$ cat src/rtl/arith_pkg.sv
// Shared arithmetic constants and types for the sequential divider.
package arith_pkg;
   localparam int N_DVD     = 16;
   localparam int N_DVS     = 8;
   localparam int DIV_ITERS = 16;

   localparam logic [N_DVD-1:0] DBZ_QUOT = 16'hFFFF;
   localparam logic [N_DVS-1:0] DBZ_REM  = 8'h00;

   typedef enum logic [1:0] {
      IDLE,
      CALC,
      DONE
   } div_state_t;
endpackage

$ cat src/rtl/seq_divider_if.sv
// Start/busy/done handshake between upstream logic and the divider.
interface seq_divider_if;
   import arith_pkg::*;

   logic             start;
   logic [N_DVD-1:0] dividend;
   logic [N_DVS-1:0] divisor;
   logic             busy;
   logic             done;
   logic [N_DVD-1:0] quotient;
   logic [N_DVS-1:0] remainder;
   logic             div_by_zero;

   modport master (
      output start, dividend, divisor,
      input  busy, done, quotient, remainder, div_by_zero
   );

   modport slave (
      input  start, dividend, divisor,
      output busy, done, quotient, remainder, div_by_zero
   );
endinterface

$ cat src/rtl/CLA.sv
// 16-bit two-level carry-lookahead adder: 4-bit groups, group carries
// resolved directly from cin so no carry depends on another of its vector.
module CLA (
   input  logic [15:0] x,
   input  logic [15:0] y,
   input  logic        cin,
   output logic [15:0] sum,
   output logic        cout
);
   logic [15:0] g;
   logic [15:0] p;
   logic [3:0]  gg;
   logic [3:0]  pg;
   logic [4:0]  cg;

   assign g = x & y;
   assign p = x ^ y;

   genvar gi;
   generate
      for (gi = 0; gi < 4; gi++) begin : g_grp
         localparam int B = 4 * gi;
         logic c1, c2, c3;

         assign c1 = g[B] | (p[B] & cg[gi]);
         assign c2 = g[B+1] | (p[B+1] & g[B]) | (p[B+1] & p[B] & cg[gi]);
         assign c3 = g[B+2] | (p[B+2] & g[B+1]) | (p[B+2] & p[B+1] & g[B])
                   | (p[B+2] & p[B+1] & p[B] & cg[gi]);

         assign gg[gi] = g[B+3] | (p[B+3] & g[B+2]) | (p[B+3] & p[B+2] & g[B+1])
                       | (p[B+3] & p[B+2] & p[B+1] & g[B]);
         assign pg[gi] = &p[B+3:B];

         assign sum[B+3:B] = p[B+3:B] ^ {c3, c2, c1, cg[gi]};
      end
   endgenerate

   assign cg[0] = cin;
   assign cg[1] = gg[0] | (pg[0] & cin);
   assign cg[2] = gg[1] | (pg[1] & gg[0]) | (pg[1] & pg[0] & cin);
   assign cg[3] = gg[2] | (pg[2] & gg[1]) | (pg[2] & pg[1] & gg[0])
                | (pg[2] & pg[1] & pg[0] & cin);
   assign cg[4] = gg[3] | (pg[3] & gg[2]) | (pg[3] & pg[2] & gg[1])
                | (pg[3] & pg[2] & pg[1] & gg[0]) | (pg[3] & pg[2] & pg[1] & pg[0] & cin);

   assign cout = cg[4];
endmodule

$ cat src/rtl/seq_divider.sv
// Restoring divider, one quotient bit per clock; the trial subtraction
// runs on the shared 16-bit CLA.
module seq_divider
   import arith_pkg::*;
(
   input  logic          clk,
   input  logic          rst_n,
   seq_divider_if.slave  bus
);
   div_state_t       state_reg;
   logic [N_DVD-1:0] dq_reg;
   logic [N_DVS-1:0] dvs_reg;
   logic [N_DVS:0]   pr_reg;
   logic [4:0]       cnt_reg;
   logic             busy_reg;
   logic             done_reg;
   logic [N_DVD-1:0] quot_reg;
   logic [N_DVS-1:0] rem_reg;
   logic             dbz_reg;

   logic [N_DVS:0]   trial;
   logic [15:0]      cla_sum;
   logic             cla_cout;
   logic             no_borrow;
   logic [N_DVS:0]   pr_next;
   logic [N_DVD-1:0] dq_next;
   logic             accept;
   logic             unused_bits;

   assign trial = {pr_reg[N_DVS-1:0], dq_reg[N_DVD-1]};

   CLA u_cla (
      .x    ({{(15-N_DVS){1'b0}}, trial}),
      .y    (~{{(16-N_DVS){1'b0}}, dvs_reg}),
      .cin  (1'b1),
      .sum  (cla_sum),
      .cout (cla_cout)
   );

   // sum bit above the trial width is 1 ^ carry-in-to-that-bit, so its
   // inverse is the no-borrow flag of the 9-bit subtraction.
   assign no_borrow = ~cla_sum[N_DVS+1];
   assign pr_next   = no_borrow ? cla_sum[N_DVS:0] : trial;
   assign dq_next   = {dq_reg[N_DVD-2:0], no_borrow};
   assign accept    = bus.start && !busy_reg;

   assign unused_bits = ^{cla_sum[15:N_DVS+2], cla_cout, pr_reg[N_DVS]};

   always_ff @(posedge clk or negedge rst_n) begin
      if (!rst_n) begin
         state_reg <= IDLE;
         dq_reg    <= '0;
         dvs_reg   <= '0;
         pr_reg    <= '0;
         cnt_reg   <= '0;
         busy_reg  <= 1'b0;
         done_reg  <= 1'b0;
         quot_reg  <= '0;
         rem_reg   <= '0;
         dbz_reg   <= 1'b0;
      end else begin
         done_reg <= 1'b0;
         case (state_reg)
            IDLE, DONE: begin
               if (accept) begin
                  dq_reg    <= bus.dividend;
                  dvs_reg   <= bus.divisor;
                  pr_reg    <= '0;
                  cnt_reg   <= '0;
                  busy_reg  <= 1'b1;
                  state_reg <= CALC;
               end else begin
                  state_reg <= IDLE;
               end
            end
            CALC: begin
               // A zero divisor finishes on the first CALC edge.
               if (dvs_reg == '0) begin
                  quot_reg  <= DBZ_QUOT;
                  rem_reg   <= DBZ_REM;
                  dbz_reg   <= 1'b1;
                  done_reg  <= 1'b1;
                  busy_reg  <= 1'b0;
                  state_reg <= DONE;
               end else begin
                  pr_reg  <= pr_next;
                  dq_reg  <= dq_next;
                  cnt_reg <= cnt_reg + 5'd1;
                  if (cnt_reg == 5'(DIV_ITERS - 1)) begin
                     quot_reg  <= dq_next;
                     rem_reg   <= pr_next[N_DVS-1:0];
                     dbz_reg   <= 1'b0;
                     done_reg  <= 1'b1;
                     busy_reg  <= 1'b0;
                     state_reg <= DONE;
                  end
               end
            end
            default: state_reg <= IDLE;
         endcase
      end
   end

   assign bus.busy        = busy_reg;
   assign bus.done        = done_reg;
   assign bus.quotient    = quot_reg;
   assign bus.remainder   = rem_reg;
   assign bus.div_by_zero = dbz_reg;
endmodule

$ cat src/flat_wrapper.sv
// flat-port wrapper written by rule: the top's interface ports become plain ports
module seq_divider_flat import arith_pkg::*;
  (clk, rst_n, bus_start, bus_dividend, bus_divisor, bus_busy, bus_done, bus_quotient, bus_remainder, bus_div_by_zero);
  seq_divider_if bus_i ();
  input  logic clk;
  input  logic rst_n;
  input wire logic [$bits(bus_i.start)-1:0] bus_start;
  input wire logic [$bits(bus_i.dividend)-1:0] bus_dividend;
  input wire logic [$bits(bus_i.divisor)-1:0] bus_divisor;
  output wire logic [$bits(bus_i.busy)-1:0] bus_busy;
  output wire logic [$bits(bus_i.done)-1:0] bus_done;
  output wire logic [$bits(bus_i.quotient)-1:0] bus_quotient;
  output wire logic [$bits(bus_i.remainder)-1:0] bus_remainder;
  output wire logic [$bits(bus_i.div_by_zero)-1:0] bus_div_by_zero;
  assign bus_i.start = bus_start;
  assign bus_i.dividend = bus_dividend;
  assign bus_i.divisor = bus_divisor;
  assign bus_busy = bus_i.busy;
  assign bus_done = bus_i.done;
  assign bus_quotient = bus_i.quotient;
  assign bus_remainder = bus_i.remainder;
  assign bus_div_by_zero = bus_i.div_by_zero;
  seq_divider u_core (.clk(clk), .rst_n(rst_n), .bus(bus_i));
endmodule
$ cat config.mk
export PLATFORM = sky130hd
export DESIGN_NAME = seq_divider_flat
export DESIGN_NICKNAME = d
export VERILOG_FILES = /design/src/rtl/arith_pkg.sv /design/src/rtl/seq_divider_if.sv /design/src/rtl/CLA.sv /design/src/rtl/seq_divider.sv /design/src/flat_wrapper.sv
export SDC_FILE = /design/constraint.sdc
export NUM_CORES = 1
export LEC_CHECK = 0
export CAP_MARGIN = 30
export CORE_MARGIN = 8
export CORE_UTILIZATION = 48
export DETAILED_ROUTE_END_ITERATION = 10
export MAX_ROUTING_LAYER = met4
export PLACE_DENSITY = 0.82
export SLEW_MARGIN = 0
export SYNTH_ARGS = -nofsm -noshare
export SYNTH_HDL_FRONTEND = slang
export SYNTH_SLANG_ARGS = --single-unit
$ cat constraint.sdc
create_clock -name clk -period 2.3 [get_ports clk]
set_clock_uncertainty 0.2 [all_clocks]
set_input_delay 0.46 -clock clk [delete_from_list [all_inputs] [get_ports clk]]
set_output_delay 0.46 -clock clk [all_outputs]
set_load 0.03 [all_outputs]
==> summary.md <==
| Metric | Value |
|---|---|
| Final design utilization | 65.77% |
| CTS clk-pin slew, worst paths | 0.08 ns |
| Post-Syn Instances | 330 |
| Register bit count reported by yosys | 66 |
| Area grow syn2layout | 32.46% |
| CP Launch Type | flip-flop |
| Hold Startpoint | u_core.bus.div_by_zero$_DFFE_PN0P_ |
| First-pass GRT wire length | 13.52 mm |
| Ant diodes | 0 |
| Vias in the first global route | 2834 |
| Die area | 9419 um2 |
| GRT Overall Usage | 17.92% |
| Core area | 6350 um2 |
| Overflow after GRT | 0 |
| Drt wl/cell | 16.53 um |
| Site Rows | 29 |
| CTS sink cnt | 66 |
| Fin crit share | 101.4% |
| HPWL Detailed | 5.571 mm |
| CTS tree | yes |
| Critical path class | flip-flop to flip-flop |
| Final #Nets | 442 |
| Layout cell share with drive strength beyond 1 | 16.18% |
| Pwr Total | 0.007214 W |
| HP Class | flip-flop to flip-flop |
| CTS Root Cell | clkbuf_8 |
| # fillers | 496 |
| CP Max Fanout | 3 |
| Crit Reg-Reg Endpoint | u_core.pr_reg[4]$_DFFE_PN0P_ |
| Synth unique cells | 44 |
| Die height | 97.05 um |
| Reg2Reg Launch Point | u_core.dvs_reg[1]$_DFFE_PN0P_ |
| Hold slack | 0.2793 ns |
| CTS Buffer Depth | 2 |
| Status | complete, but fails checks |
| Initial antenna violation count | 0 |
| Async set or reset register ratio after synthesis | 100.0% |
| Minimum clock period | 2.333 ns |
| RePlAce Congestion | 0.8743 |
| CP arrival | 2.42 ns |
| Starting DRC count in detailed routing | 155 |
| Setup Total Neg Slack | -0.06309 ns |
| Critical path launch point | u_core.dvs_reg[1]$_DFFE_PN0P_ |
| RSZ-0062 raised after global routing | yes |
| Synthesis Warnings | 0 |
| Fin. Hold Viols | 0 |
| Critical path capture point type | flip-flop |
| Post-Syn Area | 3153 um2 |
| Pre-antenna DRT Iters | 5 |
| Die Wd | 97.05 um |
| Maximum VDD drop | 0.8833 mV |
| Final WS setup | -0.03327 ns |
| Setup Viol. Count Final | 3 |
| Worst-Margin Slew | 0.4101 ns |
| Max stage delay cell, worst path | fa_1 |
| Max_slew headroom | 72.56% |
| Req. time, crit path | 2.38 ns |
| Vias per std cell | 5.616 |
| Buf+Inv Stages, Crit Path | 1 |
| IO buf count | 53 |
| Violations in the final reports | negative setup slack |
| Max H-tree Level | 3 |
| Antenna viol nets, final | 0 |
| Max incr delay on CP | 0.44 ns |
| Post-synth EDFFs | 0 |
| WHS Endpoint | u_core.bus.div_by_zero$_DFFE_PN0P_ |
| Pins Over Slew Limit | 0 |
| Reg-to-reg slack, setup | -0.03 ns |
| Largest net degree at the start of global routing | 35 |
| Vias | 2724 |
| Leakage power | 1.926 nW |
| Initial Utilization | 49.66% |
| Num CTS Buffers | 9 |
| Sequential fraction of the synthesis area | 52.38% |
| R2R depth | 7 |
| Crit-path cells | inv_2 > ha_4 > a21o_1 > a221oi_4 > fa_1 > mux2_4 > o21ai_2 |
| Hold depth | 2 |
| Pre-CTS setup slack | 0.01160 ns |
| Main synth FF type | dfrtp_1 |
| Clk_lat worst skew | 0.35 ns |
| Syn avg cell area | 9.555 um2 |
| Total Routed Length | 8.019 mm |
| Boundary Pins | 54 |
| Max Cap Viol | 0 |
| Post-synth net total | 369 |
| Power Density | 1727 nW/um2 |
| Crit-path leading delay family | adder cells |
| FMAX | 428.6 MHz |
| Drc violations | 0 |
==> timing repair <==
item	4_1_cts	5_1_grt
gates resized for setup	0	3
hold buffers	1	0
gates cloned	0	0
endpoints found under the hold margin	14	0
endpoints found under the setup margin	2	12
setup buffers	5	2
pin swaps	1	2
==> cells in the mapped netlist, types with 2 or more instances <==
cell	count	share of area, %
a21o_1	2	0.48
nand2_1	79	9.4
nand2b_1	2	0.40
mux2i_1	5	1.6
o22a_1	5	1.4
nor2_1	23	2.7
buf_2	4	0.63
xnor2_1	3	0.83
o21a_1	2	0.48
inv_1	13	1.5
or4_4	2	0.71
a21oi_1	3	0.48
a31oi_1	10	2.0
nor3_1	2	0.32
o21ai_1	2	0.32
a22o_1	2	0.56
dfrtp_1	66	52
and3_1	2	0.40
mux2_4	2	0.95
clkbuf_1	10	1.2
nand4_1	2	0.40
nand3_1	22	3.5
a22oi_1	6	1.4
and2_1	3	0.60
o21ai_2	5	1.4
ha_1	11	4.4
o21ai_0	23	3.7
xor2_1	3	0.83
==> how the worst max path moves through the flow <==
stage                                          end  depth (start not counted)
2_1_floorplan         u_core.pr_reg[4]$_DFFE_PN0P_                          6
3_3_place_gp   u_core.bus.remainder[4]$_DFFE_PN0P_                          6
3_5_place_dp          u_core.pr_reg[4]$_DFFE_PN0P_                          7
4_1_cts               u_core.pr_reg[4]$_DFFE_PN0P_                          7
5_1_grt               u_core.pr_reg[4]$_DFFE_PN0P_                          7
6_report              u_core.pr_reg[4]$_DFFE_PN0P_                          7
==> per-stage QoR <==
step / instance area [um2] / instances
after floorplan: 3212 / 330
after global placement: 3908 / 461
after detailed placement: 3908 / 461
after CTS: 4156 / 483
after global routing: 4177 / 485
final: 4177 / 485
==> cell families (layout without fill, tap and decap cells) <==
family	Yosys count	after routing	synth area share, %
and+or+nand+nor	140	140	19.09
AOI/OAI and AO/OA	68	68	15.32
DFF	66	66	52.38
buffers and inverters	31	109	4.008
adders and majority gates	12	12	5.000
muxes	7	7	2.540
xor gates and xnor gates	6	6	1.667
==> worst register-to-register path, cell delays in order (launching register included) <==
cell and delay, ns:
dfrtp_1 0.41, inv_2 0.09, ha_4 0.22, a21o_1 0.19
a221oi_4 0.32, fa_1 0.44, mux2_4 0.29, o21ai_2 0.11
==> power breakdown <==
group	internal (W)	switching [W]
clock network	0.000509	0.000483
logic	0.00188	0.00224
registers	0.00170	0.000400
==> final cells by class <==
cell class / count / area (um2) / share of cell area (%)
Clock inverter: 7 / 77.57 / 1.857
Timing Repair Buffer: 79 / 735.7 / 17.62
Sequential cell: 66 / 1652 / 39.54
Multi-Input combinational cell: 233 / 1439 / 34.45
Tap cell: 77 / 96.34 / 2.307
Inverter: 14 / 52.55 / 1.258
Clock buffer: 9 / 123.9 / 2.966
==> cells in the final DEF (no fill, tap or decap), drive strengths merged, types with 2 or more instances in the layout <==
cell type and instances:
a211o 2, a21o 2, a21oi 3, a22o 2, a22oi 6, a31oi 11
and2 3, and3 2, buf 26, clkbuf 9, clkdlybuf4s50 52, clkinv 4
dfrtp 66, ha 11, inv 15, mux2 2, mux2i 5, nand2 79
nand2b 2, nand3 22, nand4 2, nor2 24, nor3 2, o21a 2
o21ai 31, o22a 6, or4 2, xnor2 3, xor2 3
==> metal layers <==
metal	GRT usage [%]	vias up	share of wire, %
met5	-	-	0
met4	7.811	0	2.3
met3	5.761	18	6.2
met2	27.71	115	49
met1	20.91	1320	42
li1	-	1271	-
Note: power is estimated with default switching activity, not from simulation.
